===== src/rtl/pic_pkg.sv =====
// Shared definitions for the PIC slice: acknowledge sequencer state
// encoding, default pulse/gap timing and the interrupt vector width.
package pic_pkg;

    localparam int unsigned PULSE_CYC_DEF = 4;
    localparam int unsigned GAP_CYC_DEF   = 2;
    localparam int unsigned VEC_W         = 8;
    localparam int unsigned CNT_W         = 4;

    typedef enum logic [2:0] {
        IDLE    = 3'd0,
        P1      = 3'd1,
        GAP     = 3'd2,
        P2      = 3'd3,
        HOLD    = 3'd4,
        RECOVER = 3'd5
    } pic_state_e;

endpackage


===== src/rtl/pic_sync2.sv =====
// Generic two-flop synchroniser with synchronous active-low reset.
// Ports:
//   clk   - destination clock
//   reset - synchronous active-low reset, clears both flops
//   d     - asynchronous input bus (bits are synchronised independently)
//   q     - synchronised output, two clocks of latency
module pic_sync2 #(
    parameter int unsigned WIDTH = 1
) (
    input  logic             clk,
    input  logic             reset,
    input  logic [WIDTH-1:0] d,
    output logic [WIDTH-1:0] q
);

    logic [WIDTH-1:0] meta;

    always_ff @(posedge clk) begin
        if (!reset) begin
            meta <= '0;
            q    <= '0;
        end else begin
            meta <= d;
            q    <= meta;
        end
    end

endmodule


===== src/rtl/pic_inta_ctrl.sv =====
// CPU-side interrupt-acknowledge sequencer. Synchronises the PIC's INT,
// and when the CPU has interrupts enabled issues the two-pulse NINTA
// sequence, captures the vector byte on D during the second pulse and
// hands it to the CPU core over a valid/ack handshake.
// Ports:
//   clk       - system clock
//   reset     - synchronous active-low reset
//   INT       - interrupt request from the PIC (asynchronous)
//   D         - PIC data bus, sampled at the end of the second pulse
//   if_en     - CPU interrupt-enable flag
//   vec_ack   - CPU core has consumed the vector
//   NINTA     - active-low interrupt acknowledge to the PIC (registered)
//   vec       - captured interrupt vector
//   vec_valid - vec holds a new, unconsumed vector
//   busy      - sequencer is not idle
module pic_inta_ctrl
    import pic_pkg::*;
#(
    parameter int unsigned PULSE_CYC = PULSE_CYC_DEF,
    parameter int unsigned GAP_CYC   = GAP_CYC_DEF
) (
    input  logic             clk,
    input  logic             reset,
    input  logic             INT,
    input  logic [VEC_W-1:0] D,
    input  logic             if_en,
    input  logic             vec_ack,
    output logic             NINTA,
    output logic [VEC_W-1:0] vec,
    output logic             vec_valid,
    output logic             busy
);

    localparam logic [CNT_W-1:0] PULSE_LD = CNT_W'(PULSE_CYC - 1);
    localparam logic [CNT_W-1:0] GAP_LD   = CNT_W'(GAP_CYC - 1);

    logic             int_s;
    pic_state_e       state, state_nxt;
    logic [CNT_W-1:0] cnt, cnt_nxt;
    logic [VEC_W-1:0] vec_nxt;
    logic             valid_nxt;
    logic             ninta_nxt;

    pic_sync2 #(.WIDTH(1)) u_int_sync (
        .clk   (clk),
        .reset (reset),
        .d     (INT),
        .q     (int_s)
    );

    always_comb begin
        state_nxt = state;
        cnt_nxt   = cnt;
        vec_nxt   = vec;
        valid_nxt = vec_valid;
        case (state)
            IDLE: begin
                if (int_s && if_en && !vec_valid) begin
                    state_nxt = P1;
                    cnt_nxt   = PULSE_LD;
                end
            end
            P1: begin
                if (cnt == '0) begin
                    state_nxt = GAP;
                    cnt_nxt   = GAP_LD;
                end else begin
                    cnt_nxt = cnt - 1'b1;
                end
            end
            GAP: begin
                if (cnt == '0) begin
                    state_nxt = P2;
                    cnt_nxt   = PULSE_LD;
                end else begin
                    cnt_nxt = cnt - 1'b1;
                end
            end
            P2: begin
                // D is sampled on the last low cycle, while the PIC still drives it.
                if (cnt == '0) begin
                    state_nxt = HOLD;
                    vec_nxt   = D;
                    valid_nxt = 1'b1;
                end else begin
                    cnt_nxt = cnt - 1'b1;
                end
            end
            HOLD: begin
                if (vec_ack) begin
                    state_nxt = RECOVER;
                    valid_nxt = 1'b0;
                    cnt_nxt   = GAP_LD;
                end
            end
            RECOVER: begin
                if (cnt == '0) begin
                    state_nxt = IDLE;
                end else begin
                    cnt_nxt = cnt - 1'b1;
                end
            end
            default: begin
                state_nxt = IDLE;
                cnt_nxt   = '0;
            end
        endcase
    end

    // Registering the decode of the next state keeps NINTA glitch-free and
    // aligned with the state-entry edges.
    assign ninta_nxt = !((state_nxt == P1) || (state_nxt == P2));

    always_ff @(posedge clk) begin
        if (!reset) begin
            state     <= IDLE;
            cnt       <= '0;
            vec       <= '0;
            vec_valid <= 1'b0;
            NINTA     <= 1'b1;
        end else begin
            state     <= state_nxt;
            cnt       <= cnt_nxt;
            vec       <= vec_nxt;
            vec_valid <= valid_nxt;
            NINTA     <= ninta_nxt;
        end
    end

    assign busy = (state != IDLE);

endmodule

===== config.mk =====
export PLATFORM = sky130hd
export DESIGN_NAME = pic_inta_ctrl
export DESIGN_NICKNAME = d
export VERILOG_FILES = /design/src/rtl/pic_pkg.sv /design/src/rtl/pic_sync2.sv /design/src/rtl/pic_inta_ctrl.sv
export SDC_FILE = /design/constraint.sdc
export NUM_CORES = 1
export LEC_CHECK = 0
export ABC_AREA = 1
export CAP_MARGIN = 15
export CORE_MARGIN = 1.5
export CORE_UTILIZATION = 51
export DETAILED_ROUTE_END_ITERATION = 8
export PLACE_DENSITY = 0.82
export REMOVE_ABC_BUFFERS = 1
export SYNTH_ARGS = -nofsm -noshare
export SYNTH_HDL_FRONTEND = slang
export SYNTH_SLANG_ARGS = --single-unit

===== constraint.sdc =====
create_clock -name clk -period 2.9 [get_ports clk]
set_clock_uncertainty 0.15 [all_clocks]
set_input_delay 0.725 -clock clk [delete_from_list [all_inputs] [get_ports clk]]
set_output_delay 0.725 -clock clk [all_outputs]
set_load 0.1 [all_outputs]

==> out/summary.txt, run 1 <==
r2r worst-path depth: 10
post-synth top area cell: dfxtp_1
DP Area: 0.00119 mm²
Yosys Warn Count: 0
Max clock buf depth: 2
detailed-route DRC error count: 0
Starting Density: 55.6%
Die Area: 0.00222 mm²
area added between synthesis and finish: 22.8%
Hold WS: 0.276 ns
reg-to-reg critical path endpoint: cnt[1]
#FFs+latches synth: 19
WHS Path Cells: 2
GP Congestion: 0.833
clock root cell: clkbuf_4
RSZ-0062 raised after global routing: false
port bufs: 23
H-tree Lvls: 1
top-count cell post-synth: nand2_1
Worst-Skew Late Latency: 0.30 ns
Setup violations, final: 0
asr flop ratio synth: 0%
Comb pwr share: 27.5%
Resized cells post-CTS: 0
Synth top area share: 38.3%
vias in the first global route: 799
Peak supply drop: 0.387 mV
crit path from: state[1]
fmax: 438 MHz
Vias/cell: 4.82
Hold Crit Endpoint: u_int_sync.q
drt first pass iters: 4
Net Sw Frac: 33.3%
post-route ant nets: 0
Hold-fix buffers, CTS: 0
clock share of power: 23.2%
final global-route overflow total: 0
critical path peak fanout: 8
Post-Syn Area: 992 µm²
sequential fraction of the synthesis area: 38.3%
largest net degree at the start of global routing: 14
post-layout min period: 2.28 ns
nets@finish: 182
TritonCTS buffer count: 3
NetSw: 191 µW
Die X-Extent: 47.1 µm
Area contributors post-synth: dfxtp_1, nand2_1, nor2_1
Core Rows: 15
PwrDens: 470 mW/mm²
DP HPWL: 1590 µm
first-pass GRT wire length: 3190 µm
worst-margin pin slew: 0.377 ns
crit start category: register
Worst R2R Setup Slack: 1.23 ns
via count: 921
outcome: finished clean
clk slew on worst S/H paths: 0.10 ns
Max-Cap Viols: 0
FF-to-FF Start: cnt[0]
DR WL/cell: 10.5 µm
fin area: 0.00122 mm²
CTS tree: built
WP data arrival: 1.41 ns
Post-synth EDFFs: 0
Primary FF master, synth: dfxtp_1
initial antenna violation count: 0
Pleak: 0.000555 µW
top post-synthesis cells by count: nand2_1, nor2_1, dfxtp_1
total clock sinks: 19
overall routing resource usage: 20.3%
Cell Int Power: 382 µW
Max Transition Viols Final: 0
setup TNS: 0 ns
Distinct cells, synth: 22
share of cells above drive strength 1: 19.3%
Antenna diodes: 0
Syn Inst Count: 143
Crit Path Category: register to output pin
area of the core: 0.00178 mm²
final core occ: 68.4%
syn avg cell area: 6.94 µm²
Final Hold Vio Count: 0
Reg power frac: 49.4%
endpoint type of the worst setup path: output pin
Die Y: 47.1 µm
I/O Pins: 24
First DRT Iteration DRCs: 11
Slew HR: 74.8%
Hold Crit Start: u_int_sync.meta
Hold Crit Class: register to register
final WL: 2010 µm
CP required: 2.03 ns
postcts setup bufs: 0
period utilisation layout: 78.7%
[power by group through the flow]
| stage | sequential [µW] | combinational (µW) | clock (µW) |
|---|---|---|---|
| 5_1_grt | 284 | 174 | 142 |
| 6_report | 283 | 157 | 133 |
| 3_3_place_gp | 288 | 155 | 0 |
| 4_1_cts | 283 | 159 | 135 |
| 2_1_floorplan | 296 | 105 | 0 |
| 3_5_place_dp | 289 | 158 | 0 |
[layout by cell type (no fill, tap or decap)]
cell type        Yosys  routed
nand2_1             32      32
nor2_1              27      27
dfxtp_1             19      19
inv_1               12      12
nand3_1             12      12
clkdlybuf4s50_1      0      12
buf_4                1      11
o21ai_0              9       9
nand2_2              4       4
nor2_2               4       4
inv_2                3       3
nor2_4               3       3
clkbuf_4             0       3
nand3b_1             2       2
nand4_1              2       2
a21oi_2              2       2
a21oi_1              2       2
ha_1                 2       2
inv_4                1       1
and2_1               1       1
nand2_4              1       1
a211oi_1             1       1
clkbuf_1             1       1
[metal layers]
| metal | up-vias | GRT usage [%] | share of wire (%) |
|---|---|---|---|
| met2 | 19 | 33.4 | 47 |
| li1 | 495 | - | - |
| met4 | 0 | 8.33 | 1.5 |
| met1 | 403 | 26.8 | 49 |
| met3 | 4 | 2.69 | 3.1 |
| met5 | - | 0 | 0 |
[worst max-delay path: stages, from the launching register on]
cell,delay [ns]
dfxtp_1,0.53
inv_4,0.08
nand2_2,0.07
nor2_2,0.06
inv_1,0.09
buf_4,0.28
[logic make-up after synthesis]
family	share of synthesized area, %
DFF	38.3
AOI/OAI and AO/OA	8.07
adders and majority gates	2.52
and+or+nand+nor	41.4
buffers and inverters	9.71
[final cells by class]
type                       count  area (µm²)
fill                         170         564
clock buffer                   4        26.3
multi-input combinational    104         515
timing repair buffer          23         203
inverter                      16        62.6
tap                           25        31.3
sequential                    19         380
[through the flow]
step / total power (µW) / std cells / setup slack [ns]
after floorplan: 401 / 139 / 0.792
after global placement: 444 / 187 / 0.835
after detailed placement: 447 / 187 / 0.787
after CTS: 577 / 191 / 0.622
after global routing: 600 / 191 / 0.557
final: 573 / 191 / 0.617
[worst max path at each step]
stage | endpoint | slack (ns) | cells after the start
6_report | busy | 0.62 | 5
5_1_grt | busy | 0.56 | 5
4_1_cts | busy | 0.62 | 5
3_5_place_dp | state[1] | 0.79 | 3
3_3_place_gp | state[1] | 0.83 | 3
2_1_floorplan | busy | 0.79 | 4
[flip-flops by register name, indices dropped and copies added, names as in the netlist]
register / cells
state: 3
NINTA: 1
vec_valid: 1
u_int_sync.meta: 1
u_int_sync.q: 1
cnt: 4
vec: 8
No activity file was read; power rests on OpenSTA's default activity.
==> inputs of run 2 (changes only) <==
CORE_UTILIZATION = 43   (was 51)
PLACE_DENSITY = 0.74   (was 0.82)
clock period = 2.05 ns   (was 2.9 ns; I/O delays follow)
==> out/summary.txt, run 2 (synthesis results as in run 1) <==
clock share of power: 22.6%
Crit Path Category: register to output pin
final WL: 2200 µm
max FFs per register: 8
fin area: 0.00137 mm²
Peak supply drop: 0.478 mV
H-tree Lvls: 1
RSZ-0062 raised after global routing: false
fmax: 510 MHz
clk slew on worst S/H paths: 0.10 ns
Worst-Skew Late Latency: 0.29 ns
total clock sinks: 19
drt first pass iters: 4
Placed Cells: 191
PwrDens: 600 mW/mm²
Max clock buf depth: 2
area added between synthesis and finish: 38.1%
DP Area: 0.00134 mm²
Layout Cells excl Fill: 195
CP Buf/Inv Count: 3
I/O Pins: 24
CTS tree: built
CP max stage delay: 0.37 ns
initial antenna violation count: 0
WP data arrival: 1.30 ns
CP required: 1.39 ns
nets@finish: 183
CP Cell Sequence: inv_2, nand2_2, nor2_2, inv_1, buf_12
vias in the first global route: 870
largest net degree at the start of global routing: 12
critical path's top delay family: buffers and inverters
final core occ: 62.5%
overall routing resource usage: 20.0%
endpoint type of the worst setup path: output pin
Hold-fix buffers, CTS: 0
Starting Density: 45.3%
via count: 931
setup TNS: 0 ns
Setup violations, final: 0
biggest regs: vec x8, cnt x4, state x3
final global-route overflow total: 0
critical path peak fanout: 6
post-route ant nets: 0
outcome: finished clean
worst-margin pin slew: 0.319 ns
share of cells above drive strength 1: 21.0%
Die Area: 0.00260 mm²
Final Hold Vio Count: 0
Die Y: 51.0 µm
Hold Crit Class: register to register
Max-Cap Viols: 0
post-layout min period: 1.96 ns
Slew HR: 78.7%
detailed-route DRC error count: 0
Net Sw Frac: 32.8%
Die X-Extent: 51.0 µm
port bufs: 23
postcts setup bufs: 0
clock root cell: clkbuf_4
DR WL/cell: 11.3 µm
Max Transition Viols Final: 0
First DRT Iteration DRCs: 14
Comb pwr share: 28.7%
Reg with most FFs: vec
Vias/cell: 4.77
GP Congestion: 0.866
Cell Int Power: 553 µW
DP HPWL: 1780 µm
Antenna diodes: 0
period utilisation layout: 95.7%
first-pass GRT wire length: 3840 µm
Reg power frac: 48.7%
Pleak: 0.000594 µW
Core Rows: 17
crit start category: register
slowest stage cell, crit path: dfxtp_2
most frequent cells in the layout: nand2_1, nor2_1, dfxtp_1
TritonCTS buffer count: 3
NetSw: 269 µW
area of the core: 0.00219 mm²
leading cell type in the layout, fill and taps excluded: nand2_1
run 2: cell count changes in the layout (fill, tap and decap cells not counted), sizes merged:
cell	previous run	this run
buf	11	12
run 2: worst min-delay path, stage by stage, from the launching register on:
cell,delay [ns]
dfxtp_1,0.31
nand2_1,0.06
inv_1,0.03
run 2: metal layers:
layer  vias to the layer above  wire length, µm  global-route usage (%)
met5                         -                0                       0
met2                        23             1030                    30.7
met3                         4              112                    5.56
met4                         0               32                    10.4
met1                       407             1030                    25.5
li1                        497                -                       -
run 2: final timing paths:
kind                   startpoint            to  slack, ns  cells past startpoint
hold reg to reg   u_int_sync.meta  u_int_sync.q       0.28                      2
hold / removal    u_int_sync.meta  u_int_sync.q       0.28                      2
setup / recovery         state[2]          busy       0.09                      5
setup reg to reg           cnt[0]        vec[6]       0.37                      7
run 2: area by class of cell:
class | count | area (µm²)
fill | 188 | 821
multi-input combinational | 104 | 515
sequential | 19 | 383
timing repair buffer | 24 | 348
inverter | 16 | 62.6
tap | 28 | 35.0
clock buffer | 4 | 26.3
run 2: repair_timing:
action	CTS	global route
resized for setup	0	2
endpoints found under the hold margin	0	0
endpoints found under the setup margin	0	1
run 2: power by group through the flow:
| stage | sequential, µW | combinational, µW | clock (µW) |
|---|---|---|---|
| after detailed placement | 409 | 235 | 0 |
| after global placement | 409 | 230 | 0 |
| after CTS | 401 | 236 | 196 |
| final | 401 | 236 | 186 |
| after floorplan | 419 | 149 | 0 |
| after global routing | 403 | 264 | 213 |
run 2: stage by stage:
stage	hold slack [ns]	power, µW	worst slack, ns
after floorplan	0.240	568	0.154
after global placement	0.247	638	0.207
after detailed placement	0.268	644	0.162
after CTS	0.287	832	0.0265
after global routing	0.304	880	0.00349
final	0.283	822	0.0885
